==> config.mk <==
export PLATFORM = sky130hd
export DESIGN_NAME = ebr_block_reader
export DESIGN_NICKNAME = d
export VERILOG_FILES = /design/src/rtl/ebr_block_reader.sv
export SDC_FILE = /design/constraint.sdc
export NUM_CORES = 1
export LEC_CHECK = 0
export CELL_PAD_IN_SITES_DETAIL_PLACEMENT = 1
export CELL_PAD_IN_SITES_GLOBAL_PLACEMENT = 1
export CORE_AREA = 3 3 117 85
export DETAILED_ROUTE_END_ITERATION = 10
export DIE_AREA = 0 0 120 88
export HOLD_SLACK_MARGIN = 0.15
export PLACE_DENSITY_LB_ADDON = 0.1
export SLEW_MARGIN = 15
export SYNTH_ARGS = -nofsm -noshare
export SYNTH_HDL_FRONTEND = slang
export SYNTH_SLANG_ARGS = --single-unit
export TNS_END_PERCENT = 50
==> constraint.sdc <==
create_clock -name clk -period 2.5 [get_ports clk]
set_clock_uncertainty 0.15 [all_clocks]
set_input_delay 0.625 -clock clk [delete_from_list [all_inputs] [get_ports clk]]
set_output_delay 0.625 -clock clk [all_outputs]
set_load 0.03 [all_outputs]
==> src/rtl/ebr_block_reader.sv <==
// ebr_block_reader: streams one 8x8 block out of an EBR line buffer.
// Credit-limited issue keeps the 4-entry output FIFO from overflowing.
module ebr_block_reader #(
  parameter int ADDR_WIDTH = 9,
  parameter int DATA_WIDTH = 8,
  parameter int ROW_STRIDE = 64
) (
  input  logic                  clk,
  input  logic                  rst_n,
  input  logic                  start,
  input  logic [ADDR_WIDTH-1:0] base_addr,
  output logic [ADDR_WIDTH-1:0] raddr,
  input  logic [DATA_WIDTH-1:0] rdata,
  output logic [DATA_WIDTH-1:0] dout,
  output logic                  dout_valid,
  input  logic                  dout_ready,
  output logic                  dout_last,
  output logic                  busy
);

  localparam logic [1:0] S_IDLE  = 2'd0;
  localparam logic [1:0] S_ISSUE = 2'd1;
  localparam logic [1:0] S_DRAIN = 2'd2;

  logic [1:0]            state;
  logic [ADDR_WIDTH-1:0] base_q;
  logic [5:0]            idx;
  logic [5:0]            nidx;
  logic                  v1, v2, l1, l2;

  logic [DATA_WIDTH-1:0] fdata [4];
  logic [3:0]            flast;
  logic [1:0]            wptr, rptr;
  logic [2:0]            count;

  logic [2:0] inflight;
  logic       credit;
  logic       push, pop;
  logic       drain_done;

  function automatic logic [ADDR_WIDTH-1:0] addr_of(
    input logic [ADDR_WIDTH-1:0] b,
    input logic [5:0]            i
  );
    logic [31:0] s;
    s = 32'(b) + 32'(i[5:3]) * 32'(ROW_STRIDE) + 32'(i[2:0]);
    return s[ADDR_WIDTH-1:0];
  endfunction

  assign inflight   = {2'b0, v1} + {2'b0, v2};
  assign credit     = (count + inflight) < 3'd4;
  assign nidx       = idx + 6'd1;
  assign push       = v2;
  assign pop        = dout_valid && dout_ready;
  assign drain_done = !v1 && !v2 && (count == 3'd1) && pop;

  assign busy       = (state != S_IDLE);
  assign dout_valid = (count != 3'd0);
  assign dout       = fdata[rptr];
  assign dout_last  = flast[rptr] && dout_valid;

  always_ff @(posedge clk or negedge rst_n) begin
    if (!rst_n) begin
      state  <= S_IDLE;
      base_q <= '0;
      raddr  <= '0;
      idx    <= '0;
      v1     <= 1'b0;
      v2     <= 1'b0;
      l1     <= 1'b0;
      l2     <= 1'b0;
    end else begin
      v2 <= v1;
      l2 <= l1;
      case (state)
        S_IDLE: begin
          v1 <= 1'b0;
          if (start) begin
            base_q <= base_addr;
            raddr  <= base_addr;
            idx    <= '0;
            v1     <= 1'b1;
            l1     <= 1'b0;
            state  <= S_ISSUE;
          end
        end
        S_ISSUE: begin
          // Without credit raddr holds; the EBR re-read is simply dropped.
          if (credit) begin
            idx   <= nidx;
            raddr <= addr_of(base_q, nidx);
            v1    <= 1'b1;
            l1    <= (nidx == 6'd63);
            if (nidx == 6'd63)
              state <= S_DRAIN;
          end else begin
            v1 <= 1'b0;
          end
        end
        S_DRAIN: begin
          v1 <= 1'b0;
          if (drain_done)
            state <= S_IDLE;
        end
        default: begin
          v1    <= 1'b0;
          state <= S_IDLE;
        end
      endcase
    end
  end

  always_ff @(posedge clk or negedge rst_n) begin
    if (!rst_n) begin
      for (int k = 0; k < 4; k++)
        fdata[k] <= '0;
      flast <= '0;
      wptr  <= '0;
      rptr  <= '0;
      count <= '0;
    end else begin
      if (push) begin
        fdata[wptr] <= rdata;
        flast[wptr] <= l2;
        wptr        <= wptr + 2'd1;
      end
      if (pop)
        rptr <= rptr + 2'd1;
      count <= count + {2'b0, push} - {2'b0, pop};
    end
  end

endmodule
==> results of run 1 <==
-- path summary, 6_finish.rpt --
kind                              to  cells after the start
max                          dout[3]                      3
min in group asynchronous  fdata[17]                      2
max reg2reg                 raddr[7]                      9
min reg2reg                       l2                      0
min                               l2                      0
max in group asynchronous    rptr[0]                      3
-- what timing repair did --
item | 4_1_cts | 5_1_grt
gates resized for setup | 31 | 11
pin swaps | 0 | 3
endpoints found under the hold margin | 6 | 0
cloned | 0 | 0
buffers inserted | 0 | 0
hold buffers | 1 | 0
setup endpoints to repair | 9 | 11
-- Yosys cell counts (all sizes together), types with 2 or more instances --
cell	count	share of area (%)
inv	10	1.1
a21o	7	1.7
clkbuf	6	0.63
nor4b	2	0.49
a31oi	5	0.87
ha	14	4.9
o21ai	13	1.8
buf	5	1.0
and2	3	0.52
xnor2	12	2.9
mux2	36	11
o211ai	2	0.42
a21oi	5	0.69
mux2i	2	0.56
mux4	9	5.6
nor2	8	0.90
a211oi	2	0.76
nand3	6	0.83
dfrtp	73	51
nor3	2	0.59
xor2	4	0.97
fa	2	1.1
nand4	4	0.69
nand2	54	5.6
nor3b	2	0.42
-- final cells by class --
type | instances | area (µm²) | share of cell area [%]
flip-flops and latches | 73 | 1828 | 39.90
repair buffers | 58 | 533.0 | 11.63
well taps | 124 | 155.1 | 3.386
clock inverters | 2 | 35.03 | 0.7646
clock buffers | 14 | 274.0 | 5.980
inverters | 10 | 40.04 | 0.8738
multi-input cells | 207 | 1717 | 37.47
-- power by group --
group / switching (mW) / leakage [nW] / total, mW / internal [mW]
Clock: 0.481 / 0.153 / 1.33 / 0.854
Combinational: 1.65 / 1.04 / 3.16 / 1.51
Sequential: 0.336 / 0.887 / 2.02 / 1.68
-- registers in the layout, summed over array words and instances, names as in the netlist, 2 cells and up --
signal / cells
base_q: 9
flast: 4
state: 2
count: 3
fdata: 32
wptr: 2
idx: 6
rptr: 2
raddr: 9
-- per-stage QoR --
| stage | TNS [ns] | cells | cell area [µm²] |
|---|---|---|---|
| after floorplan | 0 | 301 | 3622 |
| after global placement | -0.06672 | 471 | 4254 |
| after detailed placement | -0.2507 | 471 | 4254 |
| after CTS | -0.09070 | 488 | 4563 |
| after global routing | -0.008806 | 488 | 4582 |
| final | 0 | 488 | 4582 |
-- worst max-delay path: cells and delay by family, from the launching register on --
kind,cells,cell delay (ns)
buffers and inverters,2,0.43
muxes,1,0.48
DFF,1,0.41
-- routing by layer --
layer  part of all wire, %  vias up  wire (µm)
met5                     0        -          0
met4                   1.2        0         99
met3                   3.6        9        299
met2                    42       50       3481
met1                    53     1225       4407
li1                      -     1172          -
-- cells by family after synthesis --
group                    synth area share (%)
AO/OA/AOI/OAI                           7.364
adder cells (fa/ha/maj)                 5.974
buffers and inverters                   2.744
XOR/XNOR                                3.890
multiplexers                            17.44
flip-flops                              50.71
AND/OR/NAND/NOR                         11.88
==> out/metrics.yaml, run 1 <==
status:
  status: "complete, no violations"
worst_setup_path:
  startpoint: "rptr[0]"
  reg2reg_slack_ns: 0.12
  critPathKind: "reg2out"
  cp_cell_sequence: "buf_12 > mux4_2 > clkdlybuf4s15_2"
  cp-end-kind: "output port"
  slowest_stage: "mux4_2"
  max_stage_delay_ns: 0.48
  critPathMaxFanout: 6
  start_kind: "flip-flop"
  critPathArrivalTime_ns: 1.65
  r2r-start: "idx[0]"
  cp.required_ns: 1.73
run:
  cap_violations: 0
synth:
  syn-instance-count: 301
  yosys_warnings: 0
  ys_ff_latch: 73
  synth_edf_count: 0
  syn_nets: 338
  avgSynthCellArea_um2: 11.97
  netlist_area_um2: 3602
  synthArstFlopShare_pct: 100.0
  ys_seq_area_share_pct: 50.71
  synth_flop_cell: "dfrtp_1"
  synthDistinctLibCells: 46
power_and_ir_drop:
  fin_total_pwr_mw: 6.512
  p_leak_nw: 2.080
  vdd_drop_max_uv: 730.8
  p_per_area_nw_per_um2: 1421
layout:
  nFillCells: 951
  drive_gt1_share_pct: 28.02
  nets: 396
  utilization_pct: 51.12
  final_cell_mix: "72 x dfrtp_1, 54 x nand2_1, 36 x mux2_2"
  mostFrequentLayoutCell: "dfrtp_1"
  syn_to_final_growth_pct: 27.20
  n_antenna_cell: 0
sta:
  timing.fmax_ghz: 0.4117
  whs_ns: 0.2969
  rsz0062_at_grt: "true"
  fin_crit_sh_pct: 97.15
  tightestPinTransition_ns: 0.5065
  setup_ws_ns: 0.07121
  slew_headroom_pct: 66.15
  hold_viol_final: 0
  period_minus_slack_ns: 2.429
  report.final.slew_viol_count: 0
  setup-violations-final: 0
drt:
  first_pass_iters: 4
  vias: 2456
  antenna_left: 0
  drc: 0
  drtIter0Drc: 160
  vias_per_cell: 5.033
  routed_wl_um: 8288
  wl_per_cell_um: 16.98
clocking:
  cts_tree: "built"
  htree_levels: 3
  clk_pin_slew_ns: 0.06
  clock_sinks: 73
  cts_root_buffer: "clkbuf_16"
  clk_latency_ns: 0.33
  clockBufferDepth: 2
  numCtsBuffers: 9
global_route:
  grt_pass1_wl_um: 13980
  grt_overflow_total: 0
  use_met1_pct: 26.00
  grt_max_degree: 50
  use_met3_pct: 4.454
  grt_pass1_vias: 2640
  grtUsageTotal_pct: 17.41
  grt_busiest_layer: "met1"
  antenna_found_initial: 0
  grtUsageMet2_pct: 24.26
floorplan:
  io_pins: 41
  core_um2: 8962
  die_y_um: 88
  die_area_um2: 10560
  initial_utilization_pct: 40.19
  fp.dieW_um: 120
  rows: 29
placement:
  io_buffers: 40
  dp_hpwl_um: 6018
  pre_cts_ws_ns: -0.1319
  gp_congestion: 0.7479
hold_path:
  worstHoldStart: "l1"
  hold_class: "reg2reg"
Note: power is estimated with default switching activity, not from simulation.
==> run 2: changes to the inputs <==
--- a/config.mk
+++ b/config.mk
@@ -8,10 +8,12 @@
 export CELL_PAD_IN_SITES_DETAIL_PLACEMENT = 1
 export CELL_PAD_IN_SITES_GLOBAL_PLACEMENT = 1
 export CORE_AREA = 3 3 117 85
+export CTS_CLUSTER_SIZE = 24
 export DETAILED_ROUTE_END_ITERATION = 10
 export DIE_AREA = 0 0 120 88
 export HOLD_SLACK_MARGIN = 0.15
 export PLACE_DENSITY_LB_ADDON = 0.1
+export SKIP_CTS_REPAIR_TIMING = 1
 export SLEW_MARGIN = 15
 export SYNTH_ARGS = -nofsm -noshare
 export SYNTH_HDL_FRONTEND = slang
==> run 2 against run 1 <==
Compared with the run above: first-iteration DRC count is 12% lower; hold slack worse by 0.010 ns; largest cell class unchanged; fmax is 0.32% lower; clock-buffer cell count stayed put; setup slack worse by 0.0079 ns; combinational power hardly changed; cell count stayed put; register-to-register slack hardly changed; largest power group unchanged; utilization is 0.25 points higher; critical endpoint is now dout_last.
==> out/metrics.yaml, run 2 (synthesis results as in run 1) <==
status:
  status: "complete, no violations"
sta:
  tightestPinTransition_ns: 0.5100  # +0.003443 ns
  setup-violations-final: 0  # unchanged
  timing.fmax_ghz: 0.4104  # -0.32%
  period_minus_slack_ns: 2.437  # +0.007866 ns
  slew_headroom_pct: 65.92  # -0.23 points
  report.final.slew_viol_count: 0  # unchanged
  final.setup.tns_ns: 0  # unchanged
  fin_crit_sh_pct: 97.47  # +0.31 points
  rsz0062_at_grt: "true"
  hold_viol_final: 0  # unchanged
drt:
  antenna_left: 0  # unchanged
  vias: 2457  # +0.041%
  vias_per_cell: 5.035  # about the same
  drtIter0Drc: 141  # -12%
  drc: 0  # unchanged
  wl_per_cell_um: 17.05  # +0.37%
  first_pass_iters: 4  # unchanged
  routed_wl_um: 8319  # +0.37%
floorplan:
  die_area_um2: 10560  # unchanged
  core_um2: 8962  # unchanged
  fp.dieW_um: 120  # unchanged
  initial_utilization_pct: 40.19  # unchanged
  rows: 29  # unchanged
  die_y_um: 88  # unchanged
  io_pins: 41  # unchanged
clocking:
  htree_levels: 3  # unchanged
  clock_sinks: 73  # unchanged
  cts_root_buffer: "clkbuf_16"
  clk_pin_slew_ns: 0.06  # about the same
  clk_latency_ns: 0.33  # about the same
  clockBufferDepth: 2  # unchanged
  cts_tree: "built"
  numCtsBuffers: 9  # unchanged
layout:
  fin_cells: 488  # unchanged
  largest_reg_flops: 32  # unchanged
  drive_gt1_share_pct: 26.65  # -1.4 points
  multi_input_area_um2: 1717  # unchanged
  reg_top3: "fdata x32, base_q x9, raddr x9"
  register_area_um2: 1828  # unchanged
  syn_to_final_growth_pct: 27.82
  nFillCells: 945  # -0.63%
  nets: 396  # unchanged
  top_register: "fdata"
  final_cell_mix: "72 x dfrtp_1, 54 x nand2_1, 36 x mux2_2"
  n_antenna_cell: 0  # unchanged
  mostFrequentLayoutCell: "dfrtp_1"
worst_setup_path:
  cp-end-kind: "output port"
  max_stage_delay_ns: 0.52  # +0.04 ns
  cp.required_ns: 1.73  # about the same
  ff2ff_path_depth: 9  # unchanged
  startpoint: "rptr[0]"
  start_kind: "flip-flop"
  reg2reg_slack_ns: 0.12  # about the same
  r2r_end: "raddr[7]"
  critPathKind: "reg2out"
  r2r-start: "idx[0]"
  slowest_stage: "mux4_2"
  critPathMaxFanout: 3  # -3
  critPathArrivalTime_ns: 1.66  # about the same
  cp_cell_sequence: "mux4_2 > and2_1 > dlymetal6s2s_1"
global_route:
  grt_pass1_vias: 2647  # +0.27%
  grt_overflow_total: 0  # unchanged
  antenna_found_initial: 0  # unchanged
  grtUsageTotal_pct: 17.42  # about the same
  grt_pass1_wl_um: 13990  # +0.10%
  grt_max_degree: 50  # unchanged
hold_path:
  hold_class: "reg2reg"
  hold_depth: 0  # unchanged
  worstHoldStart: "l1"
  hold_end: "l2"
power_and_ir_drop:
  p_sw_mw: 2.471  # +0.16%
  p_clk_share_pct: 20.4  # about the same
  p_leak_nw: 2.135  # +2.6%
  p_per_area_nw_per_um2: 1420  # about the same
  power_frac_comb_pct: 48.7  # +0.2 points
  vdd_drop_max_uv: 728.1  # -0.36%
  internal-power_mw: 4.066  # +0.54%
  swShare_pct: 37.80  # -0.089 points
  fin_total_pwr_mw: 6.537  # +0.40%
  seqPwrFrac_pct: 30.9  # about the same
placement:
  io_buffers: 40  # unchanged
  gp_congestion: 0.7479  # unchanged
  dp_hpwl_um: 6018  # unchanged
  numPlacedInstances: 471  # unchanged
run:
  cap_violations: 0  # unchanged
[run 2: worst max-delay path by stage]
stage | endpoint | slack, ns | cells after the start
detailed placement | count[2] | -0.13 | 9
global placement | count[2] | -0.07 | 9
floorplan | count[2] | 0.02 | 10
global route | raddr[7] | -0.009 | 7
CTS | dout[7] | -0.38 | 3
finish | dout_last | 0.06 | 3
[run 2: cell type report]
type	instances	area share [%]
Inverter	10	0.8696
Sequential cell	73	39.70
Tap cell	124	3.370
Multi-Input combinational cell	207	37.28
Timing Repair Buffer	58	12.07
Clock inverter	2	0.7609
Clock buffer	14	5.951
[run 2: power groups by stage]
stage | combinational [mW] | sequential [mW] | clock, mW
after floorplan | 2.16 | 2.04 | 0
after global routing | 3.53 | 2.10 | 1.42
after CTS | 3.25 | 2.02 | 1.37
after global placement | 3.13 | 2.02 | 0
after detailed placement | 3.23 | 2.04 | 0
final | 3.18 | 2.02 | 1.34
[run 2: layer usage]
| layer | GRT usage (%) | wire (µm) |
|---|---|---|
| met1 | 26.00 | 4427 |
| met4 | 6.549 | 110 |
| met5 | 0 | 0 |
| met3 | 4.519 | 317 |
| met2 | 24.26 | 3464 |
[run 2: critical path: cells and delay by family, from the launching register on]
family        cells  cell delay (ns)
mux               1             0.52
flops             1             0.41
buf+inv           1             0.23
simple gates      1             0.17
[run 2: through the flow]
step                hold WS, ns  setup WS (ns)  cell area [µm²]  util [%]
finish                   0.2865        0.06334             4604     51.38
detailed placement       0.2675        -0.1319             4254     47.47
floorplan                0.1794        0.01732             3622         -
global placement         0.2605       -0.06672             4254     47.47
global route             0.3054      -0.008806             4604     51.38
CTS                    -0.01973        -0.3808             4563     50.91
